===== config.mk =====
export PLATFORM = sky130hd
export DESIGN_NAME = rst_ctrl
export DESIGN_NICKNAME = d
export VERILOG_FILES = /design/src/rtl/rst_ctrl.sv
export SDC_FILE = /design/constraint.sdc
export NUM_CORES = 1
export LEC_CHECK = 0
export CORE_AREA = 2 2 80 82
export DETAILED_ROUTE_END_ITERATION = 16
export DIE_AREA = 0 0 82 84
export GPL_TIMING_DRIVEN = 0
export MAX_ROUTING_LAYER = met4
export PLACE_DENSITY = 0.68
export SLEW_MARGIN = 30
export SYNTH_ARGS = -nofsm -noshare
export SYNTH_HDL_FRONTEND = slang
export SYNTH_SLANG_ARGS = --single-unit

===== constraint.sdc =====
create_clock -name pclk_i -period 4.85 [get_ports pclk_i]
set_input_delay 0.7275 -clock pclk_i [delete_from_list [all_inputs] [get_ports pclk_i]]
set_output_delay 0.7275 -clock pclk_i [all_outputs]
set_load 0.02 [all_outputs]

===== src/rtl/rst_ctrl.sv =====
// rst_ctrl: merges watchdog/software/external reset requests into a stretched system reset with hold-off, cause flags and count
module rst_ctrl #(
   parameter int WIDTH  = 8,
   parameter int PW_RST = 16,
   parameter int HO_RST = 8
) (
   input  logic             pclk_i,
   input  logic             prst_i,
   input  logic             psel_i,
   input  logic             penable_i,
   input  logic             pwrite_i,
   input  logic [WIDTH-1:0] paddr_i,
   input  logic [WIDTH-1:0] pwdata_i,
   input  logic             wdt_rst_i,
   input  logic             ext_rst_i,
   output logic             pready_o,
   output logic [WIDTH-1:0] prdata_o,
   output logic             sys_rst_o,
   output logic             rst_done_o
);
   typedef enum logic [1:0] {IDLE, ASSERT, HOLD} state_t;
   localparam logic [WIDTH-1:0] A_PW    = WIDTH'(8'hB0);
   localparam logic [WIDTH-1:0] A_HO    = WIDTH'(8'hB4);
   localparam logic [WIDTH-1:0] A_CAUSE = WIDTH'(8'hB8);
   localparam logic [WIDTH-1:0] A_CTL   = WIDTH'(8'hBC);
   localparam logic [WIDTH-1:0] A_CNT   = WIDTH'(8'hC0);
   state_t           state_q, state_d;
   logic [WIDTH-1:0] cnt_q, cnt_d, pw_q, pw_d, ho_q, ho_d, count_q, count_d, prdata_q, prdata_d;
   logic [2:0]       cause_q, cause_d;
   logic             sw_q, sw_d, pready_q, pready_d, sys_rst_q, sys_rst_d, done_q, done_d;
   logic             access, wr, req;
   logic [WIDTH-1:0] rdata;
   always_comb begin
      access    = psel_i & penable_i & ~pready_q;
      wr        = access & pwrite_i;
      req       = wdt_rst_i | ext_rst_i | sw_q;
      pready_d  = access;
      state_d   = state_q;
      cnt_d     = cnt_q;
      sys_rst_d = sys_rst_q;
      done_d    = 1'b0;
      count_d   = count_q;
      pw_d      = (wr && paddr_i == A_PW) ? pwdata_i : pw_q;
      ho_d      = (wr && paddr_i == A_HO) ? ho_q ^ ho_q ^ pwdata_i : ho_q;
      sw_d      = wr && paddr_i == A_CTL && pwdata_i[0];
      // set beats a same-cycle W1C clear
      cause_d   = (cause_q & ~((wr && paddr_i == A_CAUSE) ? pwdata_i[2:0] : 3'b000))
                | {ext_rst_i, sw_q, wdt_rst_i};
      rdata     = (paddr_i == A_PW)    ? pw_q :
                  (paddr_i == A_HO)    ? ho_q :
                  (paddr_i == A_CAUSE) ? WIDTH'(cause_q) :
                  (paddr_i == A_CNT)   ? count_q : '0;
      prdata_d  = (access && !pwrite_i) ? rdata : prdata_q;
      unique case (state_q)
         IDLE: if (req) begin
            state_d   = ASSERT;
            sys_rst_d = 1'b1;
            cnt_d     = (pw_q == '0) ? '0 : pw_q - WIDTH'(1);
            count_d   = (count_q == '1) ? count_q : count_q + WIDTH'(1);
         end
         ASSERT: if (cnt_q == '0) begin
            state_d   = HOLD;
            sys_rst_d = 1'b0;
            cnt_d     = (ho_q == '0) ? '0 : ho_q - WIDTH'(1);
         end else cnt_d = cnt_q - WIDTH'(1);
         HOLD: if (cnt_q == '0) begin
            state_d = IDLE;
            done_d  = 1'b1;
         end else cnt_d = cnt_q - WIDTH'(1);
         default: state_d = IDLE;
      endcase
      if (wr && paddr_i == A_CNT) count_d = '0;
   end
   always_ff @(posedge pclk_i) begin
      if (prst_i) begin
         state_q   <= IDLE;
         cnt_q     <= '0;
         pw_q      <= WIDTH'(PW_RST);
         ho_q      <= WIDTH'(HO_RST);
         cause_q   <= '0;
         count_q   <= '0;
         sw_q      <= 1'b0;
         pready_q  <= 1'b0;
         prdata_q  <= '0;
         sys_rst_q <= 1'b0;
         done_q    <= 1'b0;
      end else begin
         state_q   <= state_d;
         cnt_q     <= cnt_d;
         pw_q      <= pw_d;
         ho_q      <= ho_d;
         cause_q   <= cause_d;
         count_q   <= count_d;
         sw_q      <= sw_d;
         pready_q  <= pready_d;
         prdata_q  <= prdata_d;
         sys_rst_q <= sys_rst_d;
         done_q    <= done_d;
      end
   end
   assign pready_o   = pready_q;
   assign prdata_o   = prdata_q;
   assign sys_rst_o  = sys_rst_q;
   assign rst_done_o = done_q;
endmodule


======== Word-level counts from Yosys, hierarchy flattened ========
Cells that the tools add are included.
cells by class
  add/subtract/negate cells ............... 4
  $mul .................................... 0
  divide/modulo/power cells ............... 0
  $lt $le $gt $ge ......................... 0
  equality and inequality tests ........... 12
  shift-type cells ........................ 0
  multiplexer cells ....................... 19
  bitwise gates (word level) .............. 13
  reductions and logical operators ........ 20
operators with widths
  operator                                              number
  two-way mux 8 bit                                     9
  equality test 8 bit (second input constant)           6
  logical NOT 8 bit                                     3
  one-hot mux 8 bit (3 select lines)                    1
  subtractor 8 x 1 -> 8 bit (second input constant)     3
  bitwise XOR 8 bit                                     2
  AND reduction 3 bit                                   4
  adder 8 x 1 -> 8 bit (second input constant)          1
  inequality test 2 bit (second input constant)         4
  logical AND 1 bit                                     7
  two-way mux 2 bit                                     3
  one-hot mux 2 bit (3 select lines)                    1
  OR reduction 2 bit                                    2
  AND 1 bit                                             3
  AND 3 bit                                             1
  two-way mux 1 bit                                     3
  two-way mux 3 bit                                     1
  inverter 1 bit                                        3
  inverter 3 bit                                        1
  bitwise OR 3 bit                                      1
  nonzero test 3 bit                                    1
  equality test 2 x 1 -> 1 bit (second input constant)  1
  equality test 2 bit (second input constant)           1
  logical NOT 2 bit                                     1
  other kinds (4)                                       5
word-level totals
  bits in registers ....................... 49
  latch bits .............................. 0
  memory bits (writable) .................. 0
  ROM bits ................................ 0
  input bits .............................. 23
  output and inout port bits .............. 11
  logic and storage cells ................. 79
  memories kept ........................... 0

======== Logic depth before layout (Yosys ltp) ========
  word-level depth ........................ 8
  gate-level depth with buffers ........... 8
  mapped depth without buffers ............ 7

======== Worst setup path after synthesis ========
OpenSTA, ideal clock, no wires.
  kind .................................... input to register
  from .................................... input paddr_i[6]
  to ...................................... register prdata_q[2], in the netlist prdata_o[2]
  library setup time ...................... 0.071 ns
  arrival ................................. 1.953 ns
  slack ................................... 2.827 ns
  cell stages on the path ................. 7
  cell sequence ........................... and3b_1 > buf_2 > and4b_1 > buf_2 > a222oi_1 > or3_1 > a21oi_1
between the ends
  word-level cells in the longest chain between the ends .. 5
  elaborated cells on any way between the ends .. 8
  those cells by class .................... eq/ne: 4; mux: 4
RTL lines
  element                 RTL line  source
  start: declaration      12        input logic [WIDTH-1:0] paddr_i,
  equality test 8 bit     52        (paddr_i == A_CNT) ? count_q : '0;
  two-way mux 8 bit       52
  two-way mux 8 bit       51        (paddr_i == A_CAUSE) ? WIDTH'(cause_q) :
  two-way mux 8 bit       50        (paddr_i == A_HO) ? ho_q :
  two-way mux 8 bit (*)   49        rdata = (paddr_i == A_PW) ? pw_q :
  end signal: assignment  96        prdata_q <= prdata_d;
  end: declaration        28        logic [WIDTH-1:0] cnt_q, cnt_d, pw_q, pw_d, ho_q, ho_d, count_q, count_d, prdata_q, prdata_d;
Mark *: on every way between the ends. The rest lies on a longest branch, timed or not.
A chain may end at the register's enable or synchronous reset.

======== Final worst setup path ========
  from .................................... input wdt_rst_i
  to ...................................... register cnt_q[6]
between the ends
  word-level cells in the longest chain between the ends .. 4
RTL lines
  element                                 RTL line  source
  start: declaration                      14        input logic wdt_rst_i,
  bitwise OR 1 bit (2 in a row)           36        req = wdt_rst_i | ext_rst_i | sw_q;
  inequality test 2 bit (no source line)  -
  AND reduction 3 bit (no source line)    -
  end signal: assignment                  89        cnt_q <= cnt_d;
  end: declaration                        28
No other way between the ends.

==> impl_metrics.csv <==
group,metric,value,unit
final_layout,multi_input_area,0.001668,mm²
worst_setup_path,worst-path-stages,6,
power,power_density,405.8,mW/mm²
final_layout,nets,397,
floorplan,core_area,0.006096,mm²
clock_tree,ctsHoldBuffers,0,
floorplan,dieArea,0.006888,mm²
floorplan,rows,29,
sta,relSlewSlack,53.13,%
detailed_routing,drc,0,
placement,hpwl,5250,µm
clock_tree,numClockSinks,49,
placement,port_buffers,33,
sta,rsz0062_at_grt,"false",
synthesis,async_reset_ff_share,0,%
global_route,grt_pass1_wl,11550,µm
global_route,antenna_found_initial,0,
clock_tree,clk_path_buf_depth,2,
floorplan,ios,34,
synthesis,ys_seq_area_share,35.33,%
clock_tree,cts_setup_buffers,0,
detailed_routing,vias,2570,
floorplan,die_w,82,µm
worst_setup_path,slowest_stage,"nor4b_1",
synthesis,netlist_instances,324,
detailed_routing,drtIter0Drc,216,
worst_setup_path,critPathMaxFanout,10,
final_layout,drive_above_1_share,7.692,%
final_layout,regArea,980.9,µm²
synthesis,syn_nets,357,
final_layout,fillers,558,
worst_setup_path,arrival,2540,ps
final_layout,syn_to_final_growth,18.61,%
worst_setup_path,reg2reg_from,"cnt_q[0]",
run,cap_violations,0,
synthesis,syn_area_per_cell,8.569,µm²
synthesis,synth.most_common_cell,"dfxtp_1",
synthesis,synth_warnings,0,
worst_setup_path,r2r_slack,2790,ps
worst_setup_path,r2r_end,"cnt_q[6]",
sta,tns,0,ps
global_route,grt_max_degree,15,
sta,finalSetupViolations,0,
clock_tree,numCtsBuffers,5,
hold_path,hp-class,"flop to flop",
clock_tree,clk_pin_slew,90,ps
sta,fmax,422.3,MHz
synthesis,synth_ff_type,"dfxtp_1",
sta,fin_crit,2368,ps
synthesis,syn-cell-area,0.002776,mm²
detailed_routing,ant_nets,0,
worst_setup_path,crit_required,5020,ps
synthesis,synth_cell_types,57,
power,vdd_drop_max,0.0002343,V
worst_setup_path,path_delay_family,"buffers and inverters",
worst_setup_path,critical-path-max-stage-delay,650,ps
worst_setup_path,endpoint,"cnt_q[6]",
synthesis,synthTopCellsByCount,"dfxtp_1 (49), nor2_1 (47), a21oi_1 (20), mux2i_1 (18)",
floorplan,die_h,84,µm
run_status,status,"complete, no violations",
global_route,grt_overflow,0,
worst_setup_path,path_cells,"clkdlybuf4s50_1, nor4b_1, a211oi_1, buf_2, o311ai_0, o32ai_1",
detailed_routing,avgViaCountPerCell,5.828,
detailed_routing,dr.pass1.iters,9,
clock_tree,cts_root_buf,"clkbuf_8",
final_layout,final_core_util,54.02,%
sta,clock_skew,6.161,ps
worst_setup_path,crit_path_end_kind,"flop",
sta,fin_crit_sh,48.83,%
worst_setup_path,worstSetupPathType,"primary input to flop",
worst_setup_path,reg2reg_depth,7,
detailed_routing,wl,6958,µm
clock_tree,htree_levels,2,
power,p_leak,0.001370,µW
synthesis,yosys.area.top_type,"dfxtp_1",
synthesis,ys_seq_elements,49,
sta,slew_viol_final,0,
synthesis,synth_area_leaders,"dfxtp_1 (35%), mux2i_1 (6.5%), nor2_1 (6.4%), ha_1 (4.5%), a21oi_1 (3.6%)",
worst_setup_path,crit_start,"wdt_rst_i",
sta,tightest_slew,693.3,ps
synthesis,synth.top_cell.area_share,35.33,%
placement,gp_congestion,0.8632,
synthesis,synth-edff-count,0,
global_route,grt_pass1_vias,2326,
clock_tree,clock_latency,300,ps
floorplan,start_util,45.55,%
worst_setup_path,crit_path_start_kind,"primary input",
clock_tree,cts_tree,"built",
sta,hold_violations,0,
detailed_routing,wl_per_cell,15.78,µm
worst_setup_path,worstPathBufferInverterCount,2,
global_route,grt_usage,21.85,%
clock_tree,ctsResizeCount,0,
final_layout,n_antenna_cell,0,
final cells by class:
class,count,share of cell area [%]
repair buffers,33,10.03
clock inverters,1,0.2280
clock buffers,6,2.508
inverters,16,1.824
plain buffers,14,2.052
flip-flops and latches,49,29.79
multi-input cells,245,50.65
well taps,77,2.926
worst min path at each step:
stage / from / to / slack (ps) / cells after the start
global route: prdata_o[2] / prdata_o[2] / 500 / 2
floorplan: count_q[1] / count_q[1] / 470 / 2
finish: prdata_o[2] / prdata_o[2] / 470 / 2
detailed placement: prdata_o[2] / prdata_o[2] / 450 / 2
CTS: prdata_o[2] / prdata_o[2] / 470 / 2
global placement: prdata_o[2] / prdata_o[2] / 440 / 2
cells by family after synthesis:
| kind of cell | after synthesis | synth area share, % |
|---|---|---|
| and+or+nand+nor | 121 | 23.03 |
| DFF | 49 | 35.33 |
| buffers and inverters | 30 | 4.597 |
| adders and majority gates | 10 | 4.507 |
| AOI/OAI and AO/OA | 76 | 19.65 |
| xor gates and xnor gates | 19 | 5.994 |
| muxes | 19 | 6.895 |
stage by stage:
stage,cell area (µm²),hold slack [ps],total power [µW],setup WS [ps],instances
2_1_floorplan,2776,466.8,936.5,2827,324
3_3_place_gp,3203,444.6,1075,2225,434
3_5_place_dp,3203,452.6,1085,2200,434
4_1_cts,3293,466.8,1333,2527,441
5_1_grt,3293,499.3,1431,2336,441
6_report,3293,469.3,1337,2482,441
cell usage in the layout, fill, tap and decap left out, types with 3 or more instances in the layout:
cell / n
nor4b_1: 5
dfxtp_1: 49
o211ai_1: 3
o31ai_1: 3
a211oi_1: 3
clkbuf_8: 6
clkdlybuf4s50_1: 33
a21oi_1: 20
o21ai_0: 12
and3_1: 5
nor3_1: 11
inv_1: 15
nor3b_1: 3
buf_2: 6
ha_1: 10
o22ai_1: 5
nand2_1: 15
xnor2_1: 11
mux2i_1: 18
nand3_1: 9
a222oi_1: 9
a21o_1: 5
nor4_1: 5
clkbuf_1: 7
xor2_1: 8
nor2_1: 47
or2_2: 3
routing by layer:
layer	up-vias	track usage, %	routed length, µm
li1	1271	-	-
met1	1198	30.76	3347
met2	88	31.86	3070
met3	13	4.004	447
met4	0	6.212	92
met5	-	-	0
where the power goes:
part	switching [µW]	total [µW]	internal (µW)
Combinational	337	578	241
Clock	136	249	113
Sequential	57.0	510	453
Total	529	1340	807
sequential cells by signal (all words and copies together) (netlist names):
register and flops:
cnt_q 8, count_q 8, ho_q 8, prdata_o 8
pw_q 8, cause_q 3, state_q 2, pready_o 1
rst_done_o 1, sw_q 1, sys_rst_o 1
worst min-delay path: stages, from the launching register on:
cell and delay, ps:
dfxtp_1 320, nand2_1 50, a21oi_1 50
Power figures use the tool's default switching activity.
